**src/rtl/fmadd_seq_ctrl_if.sv**
```systemverilog
// Request/result handshake bundle for the fused multiply-add sequencer.
//   in_valid/in_ready   : request handshake (in_op, in_rm, in_tag payload)
//   out_valid/out_ready : result handshake (out_tag, out_err payload)
// master = requester/consumer side, slave = sequencer side.
interface fmadd_seq_ctrl_if #(
    parameter int TAG_W = 4
) ();
    logic             in_valid;
    logic             in_ready;
    logic [2:0]       in_op;
    logic [2:0]       in_rm;
    logic [TAG_W-1:0] in_tag;
    logic             out_valid;
    logic             out_ready;
    logic [TAG_W-1:0] out_tag;
    logic             out_err;

    modport master (
        output in_valid, in_op, in_rm, in_tag, out_ready,
        input  in_ready, out_valid, out_tag, out_err
    );

    modport slave (
        input  in_valid, in_op, in_rm, in_tag, out_ready,
        output in_ready, out_valid, out_tag, out_err
    );
endinterface

```
**src/rtl/fmadd_seq_ctrl.sv**
```systemverilog
// Sequencer for a multi-stage fused multiply-add datapath.
// Walks one request at a time through MUL (MUL_LAT cycles), PN, ADD
// (skipped for FMUL) and RND, then presents the result in DONE until the
// consumer takes it. Illegal ops go straight to DONE with out_err set.
// Ports:
//   clk, rst          : clock, synchronous active-high reset
//   flush             : abort whatever is in flight (next state IDLE)
//   bus (slave)       : request/result handshake, see fmadd_seq_ctrl_if
//   mul_en..rnd_en    : one-hot datapath stage enables
//   op_q, rm_q        : op and rounding mode of the in-flight request
//   busy              : sequencer not idle
//   op_count          : number of completed result transfers (wraps)
module fmadd_seq_ctrl #(
    parameter int MUL_LAT = 2,
    parameter int TAG_W   = 4
) (
    input  logic        clk,
    input  logic        rst,
    input  logic        flush,
    fmadd_seq_ctrl_if.slave bus,
    output logic        mul_en,
    output logic        pn_en,
    output logic        add_en,
    output logic        rnd_en,
    output logic [2:0]  op_q,
    output logic [2:0]  rm_q,
    output logic        busy,
    output logic [15:0] op_count
);

    typedef enum logic [2:0] {
        S_IDLE = 3'd0,
        S_MUL  = 3'd1,
        S_PN   = 3'd2,
        S_ADD  = 3'd3,
        S_RND  = 3'd4,
        S_DONE = 3'd5
    } state_t;

    localparam logic [2:0] OP_FMUL  = 3'b000;
    localparam logic [2:0] OP_MAX   = 3'b100;
    localparam logic [3:0] MUL_LOAD = 4'(MUL_LAT - 1);

    state_t           state_q, state_d;
    logic [3:0]       cnt_q, cnt_d;
    logic [2:0]       op_d, rm_d;
    logic [TAG_W-1:0] tag_q, tag_d;
    logic             err_q, err_d;
    logic [15:0]      op_count_q, op_count_d;

    logic             in_rdy;
    logic             accept;
    logic             xfer;
    logic             in_legal;
    state_t           start_state;

    always_comb begin
        // Reset also gates in_ready so nothing is accepted while rst is high.
        in_rdy      = !rst && !flush &&
                      ((state_q == S_IDLE) ||
                       ((state_q == S_DONE) && bus.out_ready));
        accept      = bus.in_valid && in_rdy;
        xfer        = (state_q == S_DONE) && bus.out_ready && !flush && !rst;
        in_legal    = (bus.in_op <= OP_MAX);
        start_state = in_legal ? S_MUL : S_DONE;

        state_d    = state_q;
        cnt_d      = cnt_q;
        op_d       = op_q;
        rm_d       = rm_q;
        tag_d      = tag_q;
        err_d      = err_q;
        op_count_d = op_count_q;

        case (state_q)
            S_IDLE: if (accept) state_d = start_state;
            S_MUL: begin
                if (cnt_q == 4'd0) state_d = S_PN;
                else               cnt_d   = cnt_q - 4'd1;
            end
            S_PN:   state_d = (op_q == OP_FMUL) ? S_RND : S_ADD;
            S_ADD:  state_d = S_RND;
            S_RND:  state_d = S_DONE;
            S_DONE: begin
                // Back-to-back: a request taken while the result leaves
                // starts immediately without passing through IDLE.
                if (bus.out_ready) state_d = accept ? start_state : S_IDLE;
            end
            default: state_d = S_IDLE;
        endcase

        if (accept) begin
            op_d  = bus.in_op;
            rm_d  = bus.in_rm;
            tag_d = bus.in_tag;
            err_d = !in_legal;
            cnt_d = MUL_LOAD;
        end

        if (flush) state_d = S_IDLE;

        if (xfer) op_count_d = op_count_q + 16'd1;
    end

    always_ff @(posedge clk) begin
        if (rst) begin
            state_q    <= S_IDLE;
            cnt_q      <= 4'd0;
            op_q       <= 3'b000;
            rm_q       <= 3'b000;
            tag_q      <= '0;
            err_q      <= 1'b0;
            op_count_q <= 16'd0;
        end else begin
            state_q    <= state_d;
            cnt_q      <= cnt_d;
            op_q       <= op_d;
            rm_q       <= rm_d;
            tag_q      <= tag_d;
            err_q      <= err_d;
            op_count_q <= op_count_d;
        end
    end

    // Stage enables decode straight from state; forced low while in reset.
    assign mul_en        = !rst && (state_q == S_MUL);
    assign pn_en         = !rst && (state_q == S_PN);
    assign add_en        = !rst && (state_q == S_ADD);
    assign rnd_en        = !rst && (state_q == S_RND);
    assign busy          = !rst && (state_q != S_IDLE);
    assign bus.out_valid = !rst && (state_q == S_DONE);
    assign bus.in_ready  = in_rdy;
    assign bus.out_tag   = tag_q;
    assign bus.out_err   = err_q;
    assign op_count      = op_count_q;

endmodule

```
**src/flat_wrapper.sv**
```systemverilog
// flat-port wrapper written by rule: the top's interface ports become plain ports
module fmadd_seq_ctrl_flat 
#(
    parameter int MUL_LAT = 2,
    parameter int TAG_W   = 4
)
  (clk, rst, flush, mul_en, pn_en, add_en, rnd_en, op_q, rm_q, busy, op_count, bus_in_valid, bus_in_op, bus_in_rm, bus_in_tag, bus_out_ready, bus_in_ready, bus_out_valid, bus_out_tag, bus_out_err);
  fmadd_seq_ctrl_if #(.TAG_W(TAG_W)) bus_i ();
  input  logic clk;
  input  logic rst;
  input  logic flush;
  output logic mul_en;
  output logic pn_en;
  output logic add_en;
  output logic rnd_en;
  output logic [2:0] op_q;
  output logic [2:0] rm_q;
  output logic busy;
  output logic [15:0] op_count;
  input wire logic [$bits(bus_i.in_valid)-1:0] bus_in_valid;
  input wire logic [$bits(bus_i.in_op)-1:0] bus_in_op;
  input wire logic [$bits(bus_i.in_rm)-1:0] bus_in_rm;
  input wire logic [$bits(bus_i.in_tag)-1:0] bus_in_tag;
  input wire logic [$bits(bus_i.out_ready)-1:0] bus_out_ready;
  output wire logic [$bits(bus_i.in_ready)-1:0] bus_in_ready;
  output wire logic [$bits(bus_i.out_valid)-1:0] bus_out_valid;
  output wire logic [$bits(bus_i.out_tag)-1:0] bus_out_tag;
  output wire logic [$bits(bus_i.out_err)-1:0] bus_out_err;
  assign bus_i.in_valid = bus_in_valid;
  assign bus_i.in_op = bus_in_op;
  assign bus_i.in_rm = bus_in_rm;
  assign bus_i.in_tag = bus_in_tag;
  assign bus_i.out_ready = bus_out_ready;
  assign bus_in_ready = bus_i.in_ready;
  assign bus_out_valid = bus_i.out_valid;
  assign bus_out_tag = bus_i.out_tag;
  assign bus_out_err = bus_i.out_err;
  fmadd_seq_ctrl #(.MUL_LAT(MUL_LAT), .TAG_W(TAG_W)) u_core (.clk(clk), .rst(rst), .flush(flush), .bus(bus_i), .mul_en(mul_en), .pn_en(pn_en), .add_en(add_en), .rnd_en(rnd_en), .op_q(op_q), .rm_q(rm_q), .busy(busy), .op_count(op_count));
endmodule
```
**config.mk**
```make
export PLATFORM = sky130hd
export DESIGN_NAME = fmadd_seq_ctrl_flat
export DESIGN_NICKNAME = d
export VERILOG_FILES = /design/src/rtl/fmadd_seq_ctrl_if.sv /design/src/rtl/fmadd_seq_ctrl.sv /design/src/flat_wrapper.sv
export SDC_FILE = /design/constraint.sdc
export NUM_CORES = 1
export LEC_CHECK = 0
export CORE_MARGIN = 5
export CORE_UTILIZATION = 45
export DETAILED_ROUTE_END_ITERATION = 16
export PLACE_DENSITY = 0.8
export SLEW_MARGIN = 10
export SYNTH_ARGS = -nofsm -noshare
export SYNTH_HDL_FRONTEND = slang
export SYNTH_SLANG_ARGS = --single-unit
```
**constraint.sdc**
```tcl
create_clock -name clk -period 2.2 [get_ports clk]
set_clock_uncertainty 0.2 [all_clocks]
set_input_delay 0.22 -clock clk [delete_from_list [all_inputs] [get_ports clk]]
set_output_delay 0.22 -clock clk [all_outputs]
set_load 0.01 [all_outputs]
```
* Word level (Yosys, flattened, before mapping)
Index checks and enable logic that the tools add are counted.
** Cells by class
- $add $sub $neg :: 2
- $lt $le $gt $ge :: 1
- Eq/ne operators :: 9
- Mux-type cells :: 10
- Bitwise gates (word level) :: 1
- Reductions and logical operators :: 26
** Operators by type and width (number)
- 3-bit 2-to-1 mux :: 6
- 3-bit one-hot mux with 6 select lines :: 1
- 16-bit by 1-bit adder with 16-bit output (second input constant) :: 1
- 1-bit logical AND :: 12
- 3-bit by 2-bit == test with 1-bit output (second input constant) :: 2
- 3-bit == test (second input constant) :: 2
- 3-bit zero test :: 2
- 2-bit by 1-bit inequality test with 1-bit output (second input constant) :: 3
- 4-bit zero test :: 1
- 2-bit AND reduction :: 2
- 2-bit OR reduction :: 2
- 4-bit by 1-bit subtractor with 4-bit output (second input constant) :: 1
- 3-bit by 1-bit == test with 1-bit output (second input constant) :: 1
- 3-bit less-or-equal comparator (second input constant) :: 1
- 1-bit zero test :: 3
- 1-bit 2-to-1 mux :: 3
- 3-bit AND reduction :: 1
- 3-bit nonzero test :: 1
- 2-bit inequality test (second input constant) :: 1
- 2-bit nonzero test :: 1
- 1-bit logical OR :: 1
- 1-bit inverter :: 1
** Word-level totals
- Register bits :: 34
- Bits of input ports :: 15
- Output and inout bits :: 34
- Word-level logic and storage cells :: 57

* Logic depth before layout (Yosys ltp)
Gate-level depths: netlist of run 1.
- Depth after elaboration :: 8
- Depth in mapped cells :: 7
- Gate-level depth less buffers :: 6

* Worst setup path before layout of run 1
Ideal clock, no wire load.
- Path kind :: register to register
- From :: register u_core.state_q[1]
- To :: register u_core.op_count_q[9], in the netlist u_core.op_count[9]
- Setup time :: 0.070 ns
- Arrival time :: 1.724 ns
- Data required time :: 1.930 ns
- Setup slack :: 0.205 ns
- Stages on the path, launching flop included :: 7
- Buffers on the path :: 2
- Period minus slack after synthesis :: 1.995 ns
- Cells stage by stage :: dfxtp_1 > buf_6 > nor4b_4 > nand4_4 > buf_4 > or3_1 > a21oi_1
** On the way
- Longest elaborated chain between the ends :: 4
** RTL lines
- from (decl) :: RTL line fmadd_seq_ctrl.sv:44 : state_t state_q, state_d;
- from (signal assigned) :: RTL line fmadd_seq_ctrl.sv:115 : state_q <= state_d;
- 3-bit == test :: RTL line fmadd_seq_ctrl.sv:63 : xfer = (state_q == S_DONE) && bus.out_ready && !flush && !rst;
- 1-bit logical AND (3 in series) :: RTL line fmadd_seq_ctrl.sv:63
- to (signal assigned) :: RTL line fmadd_seq_ctrl.sv:121 : op_count_q <= op_count_d;
- to (decl) :: RTL line fmadd_seq_ctrl.sv:49 : logic [15:0] op_count_q, op_count_d;
Every way passes these cells.
A chain may end at the register's enable or synchronous reset.

* Worst setup path after layout of run 1
- From :: register u_core.state_q[2]
- To :: output pn_en
** On the way
- Longest elaborated chain between the ends :: 2
** RTL lines
- 3-bit by 2-bit == test with 1-bit output :: RTL line fmadd_seq_ctrl.sv:127 : assign pn_en = !rst && (state_q == S_PN);
- 1-bit logical AND :: RTL line fmadd_seq_ctrl.sv:127
- to (decl) :: RTL line flat_wrapper.sv:13 : output logic pn_en;
Every way passes these cells.

==> impl_metrics.yaml, run 1 <==
layout:
  layout_common_cells: "clkdlybuf4s50_1 (45), dfxtp_1 (32), nor2_1 (25), a21oi_1 (13), buf_4 (12)"
  mostFrequentLayoutCell: "clkdlybuf4s50_1"
  drive_above_1_share_pct: 9.960
  nets: 267
  areaGrowthSynthToFinish_pct: 41.13
  post_layout_nonfiller_instances: 299
  antenna_cells: 0
  fin_util_pct: 65.22
clock_tree:
  cts.path.max_buffers: 2
  cts-root-buf: "clkbuf_8"
  cts.sinks: 34
  postCtsSetupBuffers: 0
  path_clk_slew_ns: 0.07
  clkLatencyLatePin_ns: 0.28
  cts_tree: "done"
  numCtsBuffers: 5
  htree_num_levels: 2
  cts_resized: 1
  cts_hold_buf: 0
placed_design:
  dp_slack_ns: -0.1110
  gp_congestion: 0.8480
  hpwlAfterDp_um: 2952
  place_inst: 291
  portBuffers: 48
floorplan:
  design.core.area_um2: 3633
  design.die.area_um2: 5053
  die_w_um: 71.09
  ioPinCount: 49
  start_util_pct: 46.21
  fp-row-count: 22
  die_h_um: 71.09
timing:
  hold_violations: 0
  drv_slew: 0
  whs_ns: 0.2579
  period_needed_ns: 2.118
  worstMarginPinSlew_ns: 0.4685
  setup_slack_ns: 0.08186
  rsz0062_at_grt: "no"
  min_period_over_period_pct: 96.28
  max_freq_mhz: 472.1
  slew-limit-headroom_pct: 68.53
  finalSetupViolCount: 0
routing:
  ant_nets: 0
  wl_per_cell_um: 13.45
  dr.pass1.iters: 4
  via_per_inst: 5.418
  drt_iter0_drc: 174
  vias: 1620
  wirelength_um: 4023
  drc: 0
synthesis:
  syn-num-nets: 211
  synth_area_leaders: "dfxtp_1 (41%), mux2i_1 (6.6%), nor2_1 (5.6%), a21oi_1 (3.9%), xor2_1 (3.7%)"
  yosysUniqueCellTypes: 37
  synth_top_cell_by_area: "dfxtp_1"
  ys_ff_latch: 34
  yosys.area.top_type_share_pct: 40.54
  synth-seq-area-share_pct: 40.54
  syn_area_per_cell_um2: 8.655
  yosysWarningCount: 0
  syn_inst: 194
  netlist_area_um2: 1679
setup_path:
  end_kind: "output port"
  start_kind: "register"
  cpMaxStageDelayCell: "clkdlybuf4s50_1"
  arrival_ns: 1.70
  slowest_delay_ns: 0.54
  path_class: "register to output port"
  required_ns: 1.78
  crit_chain: "or2_2 -> nor2_1 -> clkdlybuf4s50_1"
  critPathMaxFanout: 11
power:
  irDropWorstVdd_mv: 0.3709
  p_leak_uw: 0.0009312
  power_density_nw_per_um2: 518.0
  power_uw: 1228
worst_hold_path:
  min_path_type: "input port to register"
grt:
  track_usage_pct: 16.76
  grt_pass1_vias: 1646
  antenna_found_initial: 0
  grt_pass1_wl_um: 6955
  grt_max_degree: 23
  overflow: 0
status:
  status: "completed"
flow_run:
  maxCapViolCount: 0
[per-stage QoR]
stage	setup TNS, ns	area, um2
after floorplan	0	1679
after global placement	-0.2102	2272
after detailed placement	-0.4160	2272
after CTS	0	2362
after global routing	0	2370
final	0	2370
[path summary, 6_finish.rpt]
check,from,slack (ns),endpoint,cells past startpoint
setup / recovery,u_core.state_q[2],0.08,pn_en,3
hold / removal,rst,0.26,u_core.bus.out_tag[3],3
setup reg to reg,u_core.state_q[1],0.29,u_core.op_count[8],5
hold reg to reg,u_core.op_count[15],0.29,u_core.op_count[15],2
[area by class of cell]
| type | count | area [um2] |
|---|---|---|
| Fill cell | 324 | 1264 |
| Multi-Input combinational cell | 143 | 922.1 |
| Sequential cell | 34 | 683.2 |
| Timing Repair Buffer | 61 | 594.3 |
| Clock buffer | 7 | 86.33 |
| Tap cell | 48 | 60.06 |
| Inverter | 5 | 18.77 |
| Clock inverter | 1 | 5.005 |
[critical path, delay by kind of cell (launching register included)]
family / cells / cell delay, ns
buffers and inverters: 1 / 0.54
AND/OR/NAND/NOR: 2 / 0.50
flip-flops: 1 / 0.38
[cells by family (layout without fill, tap and decap cells)]
kind of cell,after synthesis,count (layout),synth area share (%)
flops,34,34,40.54
mux,11,11,6.558
simple gates,88,88,29.96
buf+inv,17,74,4.545
fa+ha+maj,2,2,1.490
xor+xnor,9,9,4.695
compound gates,33,33,12.22
[state kept, by name, summed over array words and instances, names as in the netlist]
name                flops
u_core.cnt_q            4
u_core.op_count        16
u_core.bus.out_tag      4
u_core.op_q             3
u_core.bus.out_err      1
u_core.rm_q             3
u_core.state_q          3
[cell usage after synthesis]
cell type,n
o2111ai_1,1
a211o_1,2
o31ai_1,6
nor4b_4,1
or4_1,7
o21a_1,1
and3_1,3
mux2i_1,11
buf_4,1
buf_6,1
o21ai_0,6
and2_1,4
nor4b_1,3
xnor2_1,2
a21boi_0,1
a2111oi_0,1
o22ai_1,1
or2_2,1
nand4_1,6
inv_1,5
ha_1,2
o41ai_1,1
or3_1,6
nor3_1,8
nand2_1,8
dfxtp_1,34
and4_1,2
nand4_4,1
buf_2,1
nor2_1,25
clkbuf_1,9
a21oi_1,13
nand3_1,8
xor2_1,7
nor2b_1,2
nand2b_1,2
nor3b_1,1
[routing by layer]
layer / track usage, % / part of all wire, %
met1: 19.66 / 43
met2: 28.32 / 50
met3: 5.114 / 5.3
met4: 6.889 / 1.9
met5: 0 / 0
[where the power goes]
part	leakage (uW)	switching [uW]	internal (uW)	total, uW
Clock	0.0000482	216	252	468
Sequential	0.000276	7.32	625	633
Combinational	0.000607	56.8	70.5	127
(Power assumes the default switching activity.)
==> inputs of run 2 (changes only) <==
Settings changed: CORE_UTILIZATION 45 to 42, PLACE_DENSITY 0.8 to 0.78.
Clock period 2.2 ns to 1.9 ns, I/O delays scaled along.
==> run 2 against run 1 <==
Critical path depth grew 4. Count of clock-buffer cells in the layout is the same. Flip-flop and latch count is the same. Register-to-register slack lost 0.23 ns. Total power grew 17%. Die area grew 6.1%. Final area grew 5.9%. Wire length grew 4.3%. Sequential share of layout area shrank 1.3 points. Largest power group unchanged. Final cell count grew 5.7%. Global-route usage grew 0.093 points. Hold slack lost 0.14 ns.
==> impl_metrics.yaml, run 2 (synthesis results as in run 1) <==
timing:
  worstMarginPinSlew_ns: 0.3116
  finalSetupViolCount: 0
  drv_slew: 0
  period_needed_ns: 1.862
  setup_tns_ns: 0
  rsz0062_at_grt: "yes"
  min_period_over_period_pct: 97.98
  whs_ns: 0.1171
  setup_slack_ns: 0.03843
  slew-limit-headroom_pct: 78.69
  max_freq_mhz: 537.2
  hold_violations: 0
placed_design:
  portBuffers: 48
  dp_slack_ns: -0.4012
  hpwlAfterDp_um: 2979
  gp_congestion: 0.7906
power:
  power_uw: 1435
  p_leak_uw: 0.001024
  irDropWorstVdd_mv: 0.4665
  power_density_nw_per_um2: 572.1
setup_path:
  required_ns: 1.93
  start_kind: "input port"
  reg2reg_from: "u_core.state_q[1]"
  path_class: "input port to register"
  worstReg2RegEnd: "u_core.op_count[14]"
  end_kind: "register"
  critPathMaxFanout: 5
  r2r_setup_slack_ns: 0.06
  arrival_ns: 1.89
  r2r_cells: 6
routing:
  vias: 1681
  wl_per_cell_um: 13.28
  wirelength_um: 4198
  drc: 0
  dr.pass1.iters: 4
  via_per_inst: 5.320
  ant_nets: 0
  drt_iter0_drc: 82
grt:
  antenna_found_initial: 0
  grt_pass1_vias: 1651
  track_usage_pct: 16.85
  grt_pass1_wl_um: 7176
  overflow: 0
  grt_max_degree: 21
layout:
  layout_common_cells: "clkdlybuf4s50_1 (39), dfxtp_1 (31), nor2_1 (25), buf_4 (24), mux2i_1 (11)"
  nets: 282
  mostFrequentLayoutCell: "clkdlybuf4s50_1"
  largest_reg_flops: 16
  antenna_cells: 0
  areaGrowthSynthToFinish_pct: 49.40
  fin_util_pct: 63.63
  fillers: 340
  drive_above_1_share_pct: 18.05
worst_hold_path:
  min_path_type: "input port to register"
  hold_depth: 3
  hp-start: "flush"
  min_to: "u_core.state_q[2]"
clock_tree:
  cts_hold_buf: 0
  path_clk_slew_ns: 0.07
  htree_num_levels: 2
  cts.path.max_buffers: 2
  numCtsBuffers: 5
  clkLatencyLatePin_ns: 0.29
  cts-root-buf: "clkbuf_8"
  cts.sinks: 34
  cts_tree: "done"
floorplan:
  ioPinCount: 49
  design.die.area_um2: 5363
  die_h_um: 73.23
  die_w_um: 73.23
  fp-row-count: 23
  design.core.area_um2: 3943
  start_util_pct: 42.59
flow_run:
  maxCapViolCount: 0
status:
  status: "completed"
[run 2: routing by layer]
| metal | global-route usage (%) | routed length [um] | up-vias |
|---|---|---|---|
| met5 | 0 | 0 | - |
| met4 | 5.943 | 46 | 0 |
| met3 | 4.683 | 220 | 4 |
| met2 | 28.70 | 2090 | 38 |
| met1 | 20.13 | 1841 | 785 |
| li1 | - | - | 854 |
[run 2: cell type report]
class,count,area (um2),share of cell area (%)
Clock inverter,1,5.005,0.1995
Sequential cell,34,689.4,27.48
Multi-Input combinational cell,144,958.4,38.20
Timing Repair Buffer,75,688.2,27.43
Tap cell,50,62.56,2.494
Inverter,5,18.77,0.7481
Clock buffer,7,86.33,3.441
[run 2: through the flow]
step	area (um2)	std cells
5_1_grt	2509	316
3_3_place_gp	2350	303
4_1_cts	2477	315
6_report	2509	316
3_5_place_dp	2350	303
2_1_floorplan	1685	194
[run 2: worst max-delay path by stage]
stage,cells after the start,endpoint,start
2_1_floorplan,6,u_core.op_count[9],u_core.state_q[1]
3_3_place_gp,4,bus_in_ready,flush
3_5_place_dp,5,u_core.op_count[11],rst
4_1_cts,4,bus_in_ready,flush
5_1_grt,7,u_core.op_count[14],bus_out_ready
6_report,7,u_core.op_count[14],bus_out_ready
[run 2: power breakdown]
part	internal [uW]	total, uW	switching [uW]
Clock	292	551	259
Combinational	87.3	155	67.7
Sequential	721	729	7.85
[run 2: timing repair]
| item | CTS | global route |
|---|---|---|
| setup buffers | 3 | 1 |
| pin swaps | 2 | 3 |
| gates cloned | 1 | 0 |
| setup endpoints to repair | 15 | 12 |
| gates resized for setup | 14 | 13 |
| endpoints found under the hold margin | 0 | 0 |
[run 2: critical path, cell delays in order]
cell	delay, ns
clkdlybuf4s50_1	0.49
nor4b_4	0.19
buf_4	0.18
nand4_4	0.12
buf_4	0.17
or4_1	0.40
a21oi_1	0.14
==> inputs of run 3 (changes only) <==
Settings changed: CORE_ASPECT_RATIO set to 1.5, PLACE_DENSITY 0.78 to 0.85.
==> run 3 against run 2 <==
Final cell count is 2.5% lower. First-iteration DRC count fell by 46%. Critical path depth fell by 4. Final area hardly changed. Global-route usage up 0.96 points. Utilization up 0.34 points. Via count rose by 1.8%. Clock power rose by 0.7%. Non-clock buffer count down 2. Sequential share of layout area is 0.16 points lower. Sequential power is essentially flat. Largest power group unchanged. Total power rose by 0.89%.
==> impl_metrics.yaml, run 3 (synthesis results as in run 1) <==
layout:
  nets: 279
  drive_above_1_share_pct: 18.25
  mostFrequentLayoutCell: "clkdlybuf4s50_1"
  antenna_cells: 0
  fillers: 316
  areaGrowthSynthToFinish_pct: 49.48
  largest_reg_flops: 16
  layout_common_cells: "clkdlybuf4s50_1 (39), dfxtp_1 (30), nor2_1 (25), buf_4 (21)"
clock_tree:
  path_clk_slew_ns: 0.07
  cts.sinks: 34
  htree_num_levels: 2
  cts_tree: "done"
  clkLatencyLatePin_ns: 0.29
  cts.path.max_buffers: 2
  numCtsBuffers: 5
  cts_hold_buf: 0
  cts-root-buf: "clkbuf_8"
timing:
  min_period_over_period_pct: 97.58
  max_freq_mhz: 539.4
  period_needed_ns: 1.854
  hold_violations: 0
  setup_slack_ns: 0.04606
  finalSetupViolCount: 0
  worstMarginPinSlew_ns: 0.3581
  setup_tns_ns: 0
  slew-limit-headroom_pct: 75.94
  drv_slew: 0
routing:
  drc: 0
  via_per_inst: 5.558
  vias: 1712
  wl_met1_um: 1585
  wirelength_um: 4393
  drt_iter0_drc: 44
  wl_met2_um: 2430
  dr.pass1.iters: 4
  met3WireLength_um: 289
  routed.top_layer: "met4"
  ant_nets: 0
  wl_per_cell_um: 14.26
floorplan:
  design.die.area_um2: 5388
  fp-row-count: 28
  die_w_um: 61.63
  die_h_um: 87.44
  ioPinCount: 49
  start_util_pct: 42.79
  design.core.area_um2: 3924
setup_path:
  r2r_cells: 5
  crit_chain: "buf_4 -> nor4b_1 -> dlygate4sd2_1"
  slowest_delay_ns: 0.34
  start_kind: "register"
  worstReg2RegEnd: "u_core.cnt_q[3]"
  required_ns: 1.51
  r2r_setup_slack_ns: 0.07
  cpMaxStageDelayCell: "dfxtp_2"
  end_kind: "output port"
  reg2reg_from: "u_core.cnt_q[0]"
  critPathMaxFanout: 16
  path_class: "register to output port"
  arrival_ns: 1.46
  critPathLaunch: "u_core.state_q[1]"
placed_design:
  gp_congestion: 0.9101
  hpwlAfterDp_um: 3176
  portBuffers: 48
  dp_slack_ns: -0.3609
grt:
  grt_pass1_wl_um: 7348
  grt_max_degree: 19
  grt_pass1_vias: 1714
  track_usage_pct: 17.82
  overflow: 0
  antenna_found_initial: 0
power:
  power_density_nw_per_um2: 576.8
  p_leak_uw: 0.001018
  p_comb_share_pct: 11.2
  p_int_uw: 1103
  pwr-share-seq_pct: 50.5
  power_switching_uw: 344.5
  pwr-share-clk_pct: 38.3
  irDropWorstVdd_mv: 0.5969
  swShare_pct: 23.79
worst_hold_path:
  min_path_type: "input port to register"
  min_to: "u_core.cnt_q[3]"
  hp-start: "rst"
  hold_depth: 3
status:
  status: "completed"
flow_run:
  maxCapViolCount: 0
## run 3: changes by cell type in the layout (fill, tap and decap cells not counted), moves of 2 or more
cell | previous run | this run
buf_4 | 24 | 21
clkbuf_2 | 2 | 0
dfxtp_2 | 1 | 4
dfxtp_4 | 2 | 0
## run 3: how the worst max path moves through the flow
stage | endpoint | cells after the start
after global placement | u_core.op_count[11] | 5
after detailed placement | u_core.op_count[13] | 5
after CTS | u_core.op_count[13] | 5
after floorplan | u_core.op_count[9] | 6
final | rnd_en | 3
after global routing | u_core.cnt_q[3] | 5
## run 3: power groups by stage
stage / registers (uW) / logic (uW) / clock network, uW
floorplan: 749 / 66.3 / 0
global route: 732 / 175 / 606
finish: 731 / 162 / 555
detailed placement: 748 / 149 / 0
global placement: 747 / 147 / 0
CTS: 731 / 150 / 569
## run 3: per-stage QoR
step | util, % | hold WS, ns | power (uW) | area, um2 | cells
6_report | 63.97 | 0.1671 | 1448 | 2510 | 308
5_1_grt | 63.97 | 0.2106 | 1514 | 2510 | 308
4_1_cts | 62.18 | 0.2301 | 1450 | 2440 | 306
3_5_place_dp | 59.15 | 0.2876 | 896.8 | 2321 | 295
3_3_place_gp | 59.15 | 0.2727 | 894.0 | 2321 | 295
2_1_floorplan | - | 0.09108 | 815.7 | 1685 | 194
## run 3: worst max-delay path, delay by kind of cell, from the launching register on
kind                   cells  cell delay [ns]
buffers and inverters      2             0.51
flip-flops                 1             0.34
AND/OR/NAND/NOR            1             0.34
## run 3: layer usage
| metal | track usage [%] | vias to the layer above |
|---|---|---|
| met3 | 5.341 | 11 |
| met2 | 32.13 | 55 |
| met5 | 0 | - |
| li1 | - | 832 |
| met1 | 17.86 | 814 |
| met4 | 8.108 | 0 |
## run 3: final cells by class
cell class                      count  area, um2  share of cell area, %
Clock buffer                        6      82.58                  3.290
Clock inverter                      2      12.51                 0.4985
Inverter                            5      18.77                 0.7478
Multi-Input combinational cell    143      974.7                  38.83
Sequential cell                    34      685.7                  27.32
Tap cell                           45      56.30                  2.243
Timing Repair Buffer               73      679.4                  27.07
## run 3: repair_timing
action,4_1_cts,5_1_grt
buffers inserted,3,2
gates resized for setup,14,15
pin swaps,2,5
setup endpoints to repair,12,11
